<file path="src/rtl/mult_unit.sv">
// mult_unit: multi-cycle 32/64-bit multiply unit for the Execute stage.
// Operands are latched on acceptance, the product is formed from the latched
// copies, and long results leave through one write port as a lo slot then a
// hi slot. All data outputs are registered; MultBusy is decoded from state.
module mult_unit #(
  parameter int WIDTH  = 32,
  parameter int STAGES = 2,
  parameter int REGW   = 5
) (
  input  logic              clk,
  input  logic              reset,
  input  logic              StartE,
  input  logic              StallE,
  input  logic [2:0]        MultControlE,
  input  logic              SetFlagsE,
  input  logic [WIDTH-1:0]  SrcAE,
  input  logic [WIDTH-1:0]  SrcBE,
  input  logic [WIDTH-1:0]  AccLoE,
  input  logic [WIDTH-1:0]  AccHiE,
  input  logic [REGW-1:0]   RdLoE,
  input  logic [REGW-1:0]   RdHiE,
  input  logic [1:0]        PrevFlagsE,
  output logic              MultBusy,
  output logic              ResValid,
  output logic [WIDTH-1:0]  Result,
  output logic [REGW-1:0]   ResWA3,
  output logic [3:0]        MultFlags,
  output logic              FlagsValid
);

  if (STAGES < 1 || STAGES > 8) begin : g_bad_stages
    $error("mult_unit: STAGES must be in the range 1..8");
  end

  typedef enum logic [1:0] {
    S_IDLE = 2'd0,
    S_CALC = 2'd1,
    S_WRLO = 2'd2,
    S_WRHI = 2'd3
  } state_t;

  localparam logic [2:0] CNT_INIT = 3'(STAGES - 1);

  state_t            state_q, state_d;
  logic [2:0]        cnt_q, cnt_d;
  logic              latch_en;

  // Operation context captured at acceptance.
  logic [WIDTH-1:0]  a_q, b_q, acclo_q, acchi_q;
  logic [2:0]        op_q;
  logic [REGW-1:0]   rdlo_q, rdhi_q;
  logic              setf_q;
  logic [1:0]        cv_q;

  // Registered outputs and their next values.
  logic              valid_q, valid_d;
  logic [WIDTH-1:0]  result_q, result_d;
  logic [REGW-1:0]   wa_q, wa_d;
  logic [3:0]        flags_q, flags_d;
  logic              fvalid_q, fvalid_d;

  // Arithmetic intermediates.
  logic              is_long, is_signed, long_acc, is_mla;
  logic [2*WIDTH-1:0] ext_a, ext_b, prod, acc_wide, full;
  logic [WIDTH-1:0]  short_sum;
  logic              flag_n, flag_z;

  // Decode the latched opcode; codes 010/011 fall through as plain MUL.
  always_comb begin
    is_long   = op_q[2];
    is_signed = op_q[2] & op_q[1];
    long_acc  = op_q[2] & op_q[0];
    is_mla    = (op_q == 3'b001);
  end

  // Form the full result and N/Z from the latched operands only.
  always_comb begin
    if (is_signed) begin
      ext_a = {{WIDTH{a_q[WIDTH-1]}}, a_q};
      ext_b = {{WIDTH{b_q[WIDTH-1]}}, b_q};
    end else begin
      ext_a = {{WIDTH{1'b0}}, a_q};
      ext_b = {{WIDTH{1'b0}}, b_q};
    end
    prod = ext_a * ext_b;
    if (long_acc) begin
      acc_wide = {acchi_q, acclo_q};
    end else begin
      acc_wide = {(2*WIDTH){1'b0}};
    end
    short_sum = prod[WIDTH-1:0] + (is_mla ? acclo_q : {WIDTH{1'b0}});
    if (is_long) begin
      full   = prod + acc_wide;
      flag_n = full[2*WIDTH-1];
      flag_z = (full == {(2*WIDTH){1'b0}});
    end else begin
      full   = {{WIDTH{1'b0}}, short_sum};
      flag_n = short_sum[WIDTH-1];
      flag_z = (short_sum == {WIDTH{1'b0}});
    end
  end

  // Next-state logic: accept, count down the latency, then issue write slots.
  always_comb begin
    state_d  = state_q;
    cnt_d    = cnt_q;
    latch_en = 1'b0;
    case (state_q)
      S_IDLE: begin
        if (StartE && !StallE) begin
          state_d  = S_CALC;
          cnt_d    = CNT_INIT;
          latch_en = 1'b1;
        end else begin
          state_d = S_IDLE;
        end
      end
      S_CALC: begin
        if (!StallE) begin
          if (cnt_q == 3'd0) begin
            state_d = is_long ? S_WRLO : S_WRHI;
          end else begin
            cnt_d = cnt_q - 3'd1;
          end
        end else begin
          state_d = S_CALC;
        end
      end
      S_WRLO: begin
        if (!StallE) begin
          state_d = S_WRHI;
        end else begin
          state_d = S_WRLO;
        end
      end
      S_WRHI: begin
        if (!StallE) begin
          state_d = S_IDLE;
        end else begin
          state_d = S_WRHI;
        end
      end
      default: state_d = S_IDLE;
    endcase
  end

  // Output values for the state being entered; a held state repeats its slot.
  always_comb begin
    valid_d  = 1'b0;
    result_d = {WIDTH{1'b0}};
    wa_d     = {REGW{1'b0}};
    flags_d  = 4'b0000;
    fvalid_d = 1'b0;
    case (state_d)
      S_WRLO: begin
        valid_d  = 1'b1;
        result_d = full[WIDTH-1:0];
        wa_d     = rdlo_q;
      end
      S_WRHI: begin
        valid_d  = 1'b1;
        result_d = is_long ? full[2*WIDTH-1:WIDTH] : full[WIDTH-1:0];
        wa_d     = rdhi_q;
        flags_d  = {flag_n, flag_z, cv_q};
        fvalid_d = setf_q;
      end
      default: begin
        valid_d = 1'b0;
      end
    endcase
  end

  // State, counter and output registers.
  always_ff @(posedge clk) begin
    if (reset) begin
      state_q  <= S_IDLE;
      cnt_q    <= 3'd0;
      valid_q  <= 1'b0;
      result_q <= {WIDTH{1'b0}};
      wa_q     <= {REGW{1'b0}};
      flags_q  <= 4'b0000;
      fvalid_q <= 1'b0;
    end else begin
      state_q  <= state_d;
      cnt_q    <= cnt_d;
      valid_q  <= valid_d;
      result_q <= result_d;
      wa_q     <= wa_d;
      flags_q  <= flags_d;
      fvalid_q <= fvalid_d;
    end
  end

  // Operation context, loaded only when a request is accepted.
  always_ff @(posedge clk) begin
    if (reset) begin
      a_q     <= {WIDTH{1'b0}};
      b_q     <= {WIDTH{1'b0}};
      acclo_q <= {WIDTH{1'b0}};
      acchi_q <= {WIDTH{1'b0}};
      op_q    <= 3'b000;
      rdlo_q  <= {REGW{1'b0}};
      rdhi_q  <= {REGW{1'b0}};
      setf_q  <= 1'b0;
      cv_q    <= 2'b00;
    end else if (latch_en) begin
      a_q     <= SrcAE;
      b_q     <= SrcBE;
      acclo_q <= AccLoE;
      acchi_q <= AccHiE;
      op_q    <= MultControlE;
      rdlo_q  <= RdLoE;
      rdhi_q  <= RdHiE;
      setf_q  <= SetFlagsE;
      cv_q    <= PrevFlagsE;
    end
  end

  assign MultBusy   = (state_q != S_IDLE);
  assign ResValid   = valid_q;
  assign Result     = result_q;
  assign ResWA3     = wa_q;
  assign MultFlags  = flags_q;
  assign FlagsValid = fvalid_q;

endmodule

</file>
<file path="config.mk">
export PLATFORM = sky130hd
export DESIGN_NAME = mult_unit
export DESIGN_NICKNAME = d
export VERILOG_FILES = /design/src/rtl/mult_unit.sv
export SDC_FILE = /design/constraint.sdc
export NUM_CORES = 2
export LEC_CHECK = 0
export ABC_CLOCK_PERIOD_IN_PS = 15600
export CAP_MARGIN = 10
export CELL_PAD_IN_SITES_DETAIL_PLACEMENT = 1
export CELL_PAD_IN_SITES_GLOBAL_PLACEMENT = 2
export CORE_UTILIZATION = 25
export CTS_BUF_LIST = sky130_fd_sc_hd__clkbuf_8
export CTS_CLUSTER_DIAMETER = 30
export DETAILED_ROUTE_END_ITERATION = 7
export HOLD_SLACK_MARGIN = 0.15
export PLACE_DENSITY_LB_ADDON = 0.1
export SLEW_MARGIN = 0
export SYNTH_ARGS = -nofsm -noshare
export SYNTH_HDL_FRONTEND = slang
export SYNTH_SLANG_ARGS = --single-unit
</file>
<file path="constraint.sdc">
create_clock -name clk -period 15.6 [get_ports clk]
set_input_delay 1.56 -clock clk [delete_from_list [all_inputs] [get_ports clk]]
set_output_delay 1.56 -clock clk [all_outputs]
set_load 0.1 [all_outputs]
</file>
==> impl_metrics.tcl <==
set metrics [dict create \
    fin_tns_setup_ns 0 \
    fp.dieW_um 493.6 \
    wl_mm 247.5 \
    drt-pass1-iter-count 8 \
    finalCritPeriodShare_pct 92.36 \
    grt_pass1_wl_mm 365.5 \
    required_ns 16.19 \
    cts_buffers 17 \
    numClockSinks 192 \
    worst_slew_pin_slew_ns 1.205 \
    yosysSeqAreaShare_pct 6.362 \
    post-route-min-period_ns 14.41 \
    synth_top_flop_cell "dfxtp_1" \
    syn_area_sq_mm 0.06042 \
    track_usage_pct 20.83 \
    cts_tree "yes" \
    synth_warnings 0 \
    cts_root_buffer "clkbuf_8" \
    clk_pin_slew_ns 0.22 \
    initial_core_util_pct 25.14 \
    finClkSkew_ns 0.06805 \
    synth_compound_area_share_pct 7.339 \
    clk_path_buf_depth 2 \
    crit_fanout 24 \
    rows 180 \
    outcome "finished, final reports clean" \
    vias 45114 \
    cts_resized 0 \
    synth.area.mux_share_pct 0.1035 \
    fin_ws_ns 1.192 \
    yosysUniqueCellTypes 85 \
    slew_viol_final 0 \
    synth_fa_ha_area_share_pct 55.58 \
    p_per_area_mw_per_mm2 27.52 \
    layout-drive-gt1-share_pct 2.622 \
    end_kind "flip-flop" \
    post-route-util_pct 27.59 \
    setup_viol 0 \
    clk_latency_ns 0.74 \
    drt_iter0_drc 2115 \
    final_antenna_net_count 0 \
    pre_cts_ws_ns 1.439 \
    final_cell_mix "1554 x inv_1, 1428 x fa_1, 948 x nand2_1" \
    nNetsFinal 8748 \
    synth_top_family_by_area "adder cells" \
    nFillCells 27834 \
    p_total_uw 1825 \
    synth_edf_count 0 \
    syn2layout_area_growth_pct 9.737 \
    max_slew_margin_pct 17.60 \
    grt_pass1_vias 51525 \
    fmax_mhz 69.41 \
    gp_congestion 0.8667 \
    start_kind "flip-flop" \
    crit_path_top_delay_cell "a2111oi_0" \
    synth-seq-cells 192 \
    hold_viol_final 0 \
    synthArstFlopShare_pct 0 \
    synth_xor_area_share_pct 2.936 \
    drc 0 \
    final_common_cell "inv_1" \
    core_area_sq_mm 0.2403 \
    vias_per_cell 4.521 \
    post_cts_buffers 0 \
    dp_hpwl_mm 211.5 \
    die-area_sq_mm 0.2436 \
    peakVddDrop_uv 69.97 \
    synthSimpleGateAreaFrac_pct 15.97 \
    grt-ovfl-total 0 \
    crit_top_cell "fa_1" \
    antenna_found_initial 21 \
    avgRoutedWirePerCell_um 24.80 \
    syn_avg_cell_area_sq_um 8.884 \
    io-pin-count 192 \
    drv_cap 0 \
    arrival_ns 15.00 \
    die_h_um 493.6 \
    htree_levels 4 \
    criticalPathCategory "flip-flop to flip-flop" \
    hold_buffers 0 \
    io_buffer_count 191 \
    critPathMaxStageDelay_ns 1.05 \
    rsz0062_at_grt "no" \
    grt_max_degree 109 \
    synth_nets 8773 \
    hold_path_class "flip-flop to flip-flop" \
    syn-instance-count 6801 \
    leakagePower_uw 0.03279 \
]
==> layer usage <==
| layer | global-route usage (%) | vias to the layer above | part of all wire [%] | wire length (um) |
|---|---|---|---|---|
| met5 | 0 | - | 0 | 0 |
| met2 | 38.98 | 541 | 54 | 133400 |
| met3 | 1.323 | 99 | 1.9 | 4689 |
| met4 | 3.278 | 0 | 1.5 | 3621 |
| met1 | 26.44 | 24267 | 43 | 105800 |
| li1 | - | 20207 | - | - |
==> stage by stage <==
| stage | hold slack [ns] | instances | instance area, sq um |
|---|---|---|---|
| floorplan | 0.4319 | 6801 | 60420 |
| global placement | 0.4424 | 9942 | 65850 |
| detailed placement | 0.4489 | 9942 | 65850 |
| CTS | 0.4691 | 9974 | 66290 |
| global route | 0.4827 | 9976 | 66300 |
| finish | 0.4656 | 9978 | 66300 |
==> kinds of logic (layout without fill, tap and decap cells) <==
logic type,Yosys count,in the layout
AND/OR/NAND/NOR,1977,1977
flip-flops,192,192
buffers and inverters,1882,1870
XOR/XNOR,201,201
multiplexers,6,6
AO/OA/AOI/OAI,715,715
adder cells (fa/ha/maj),1828,1828
other,0,4
==> final timing paths <==
kind / from / endpoint / slack [ns] / depth (start not counted)
max reg2reg: op_q[1] / MultFlags[2] / 1.19 / 43
min: rdhi_q[1] / rdhi_q[1] / 0.47 / 2
min reg2reg: rdhi_q[1] / rdhi_q[1] / 0.47 / 2
max: op_q[1] / MultFlags[2] / 1.19 / 43
==> area by class of cell <==
| class | instances | area, sq um | share of cell area [%] |
|---|---|---|---|
| well taps | 3185 | 3985 | 6.010 |
| clock inverters | 15 | 210.2 | 0.3170 |
| diodes | 4 | 10.01 | 0.01510 |
| multi-input cells | 4727 | 49530 | 74.71 |
| flip-flops and latches | 192 | 3872 | 5.841 |
| inverters | 1554 | 5833 | 8.798 |
| clock buffers | 17 | 234.0 | 0.3529 |
| repair buffers | 284 | 2624 | 3.957 |
==> Yosys cell counts (all sizes together), types with 10 or more instances <==
master | instances | area share, %
inv | 1554 | 9.7
dfxtp | 192 | 6.4
or2 | 10 | 0.10
and2 | 616 | 6.4
nand2 | 949 | 5.9
a31oi | 22 | 0.23
xnor2 | 137 | 2.0
a21oi | 305 | 2.5
o21bai | 25 | 0.31
xor2 | 63 | 0.91
ha | 396 | 8.2
nand2b | 23 | 0.24
a211oi | 28 | 0.35
nor4 | 16 | 0.17
o21a | 34 | 0.42
buf | 15 | 0.11
o21ai | 116 | 1.0
a21o | 69 | 0.86
nand4 | 20 | 0.21
nor2b | 20 | 0.21
nand3 | 36 | 0.30
o211ai | 19 | 0.24
nor3 | 33 | 0.27
clkbuf | 313 | 1.9
and3 | 91 | 0.94
fa | 1428 | 47
nor2 | 129 | 0.80
o31ai | 12 | 0.16
==> state kept, by name (all words and copies together) (netlist names), 2 cells and up <==
register	count
state_q	2
cv_q	2
rdhi_q	5
Result	32
acchi_q	32
cnt_q	3
op_q	3
MultFlags	4
b_q	32
acclo_q	32
a_q	32
ResWA3	5
rdlo_q	5
==> where the power goes <==
| group | leakage [uW] | internal, uW | total (uW) | switching [uW] |
|---|---|---|---|---|
| registers | 0.00157 | 512 | 562 | 49.7 |
| logic | 0.0310 | 257 | 810 | 552 |
| clock network | 0.000221 | 132 | 454 | 321 |
| total | 0.0328 | 902 | 1820 | 923 |
==> worst max-delay path: cells and delay by family, from the launching register on <==
| family | cells | cell delay (ns) |
|---|---|---|
| buf+inv | 8 | 1.22 |
| compound gates | 15 | 3.97 |
| fa+ha+maj | 12 | 6.18 |
| flops | 1 | 0.51 |
| xor+xnor | 2 | 0.47 |
| simple gates | 6 | 1.85 |
Note: power is estimated with default switching activity, not from simulation.
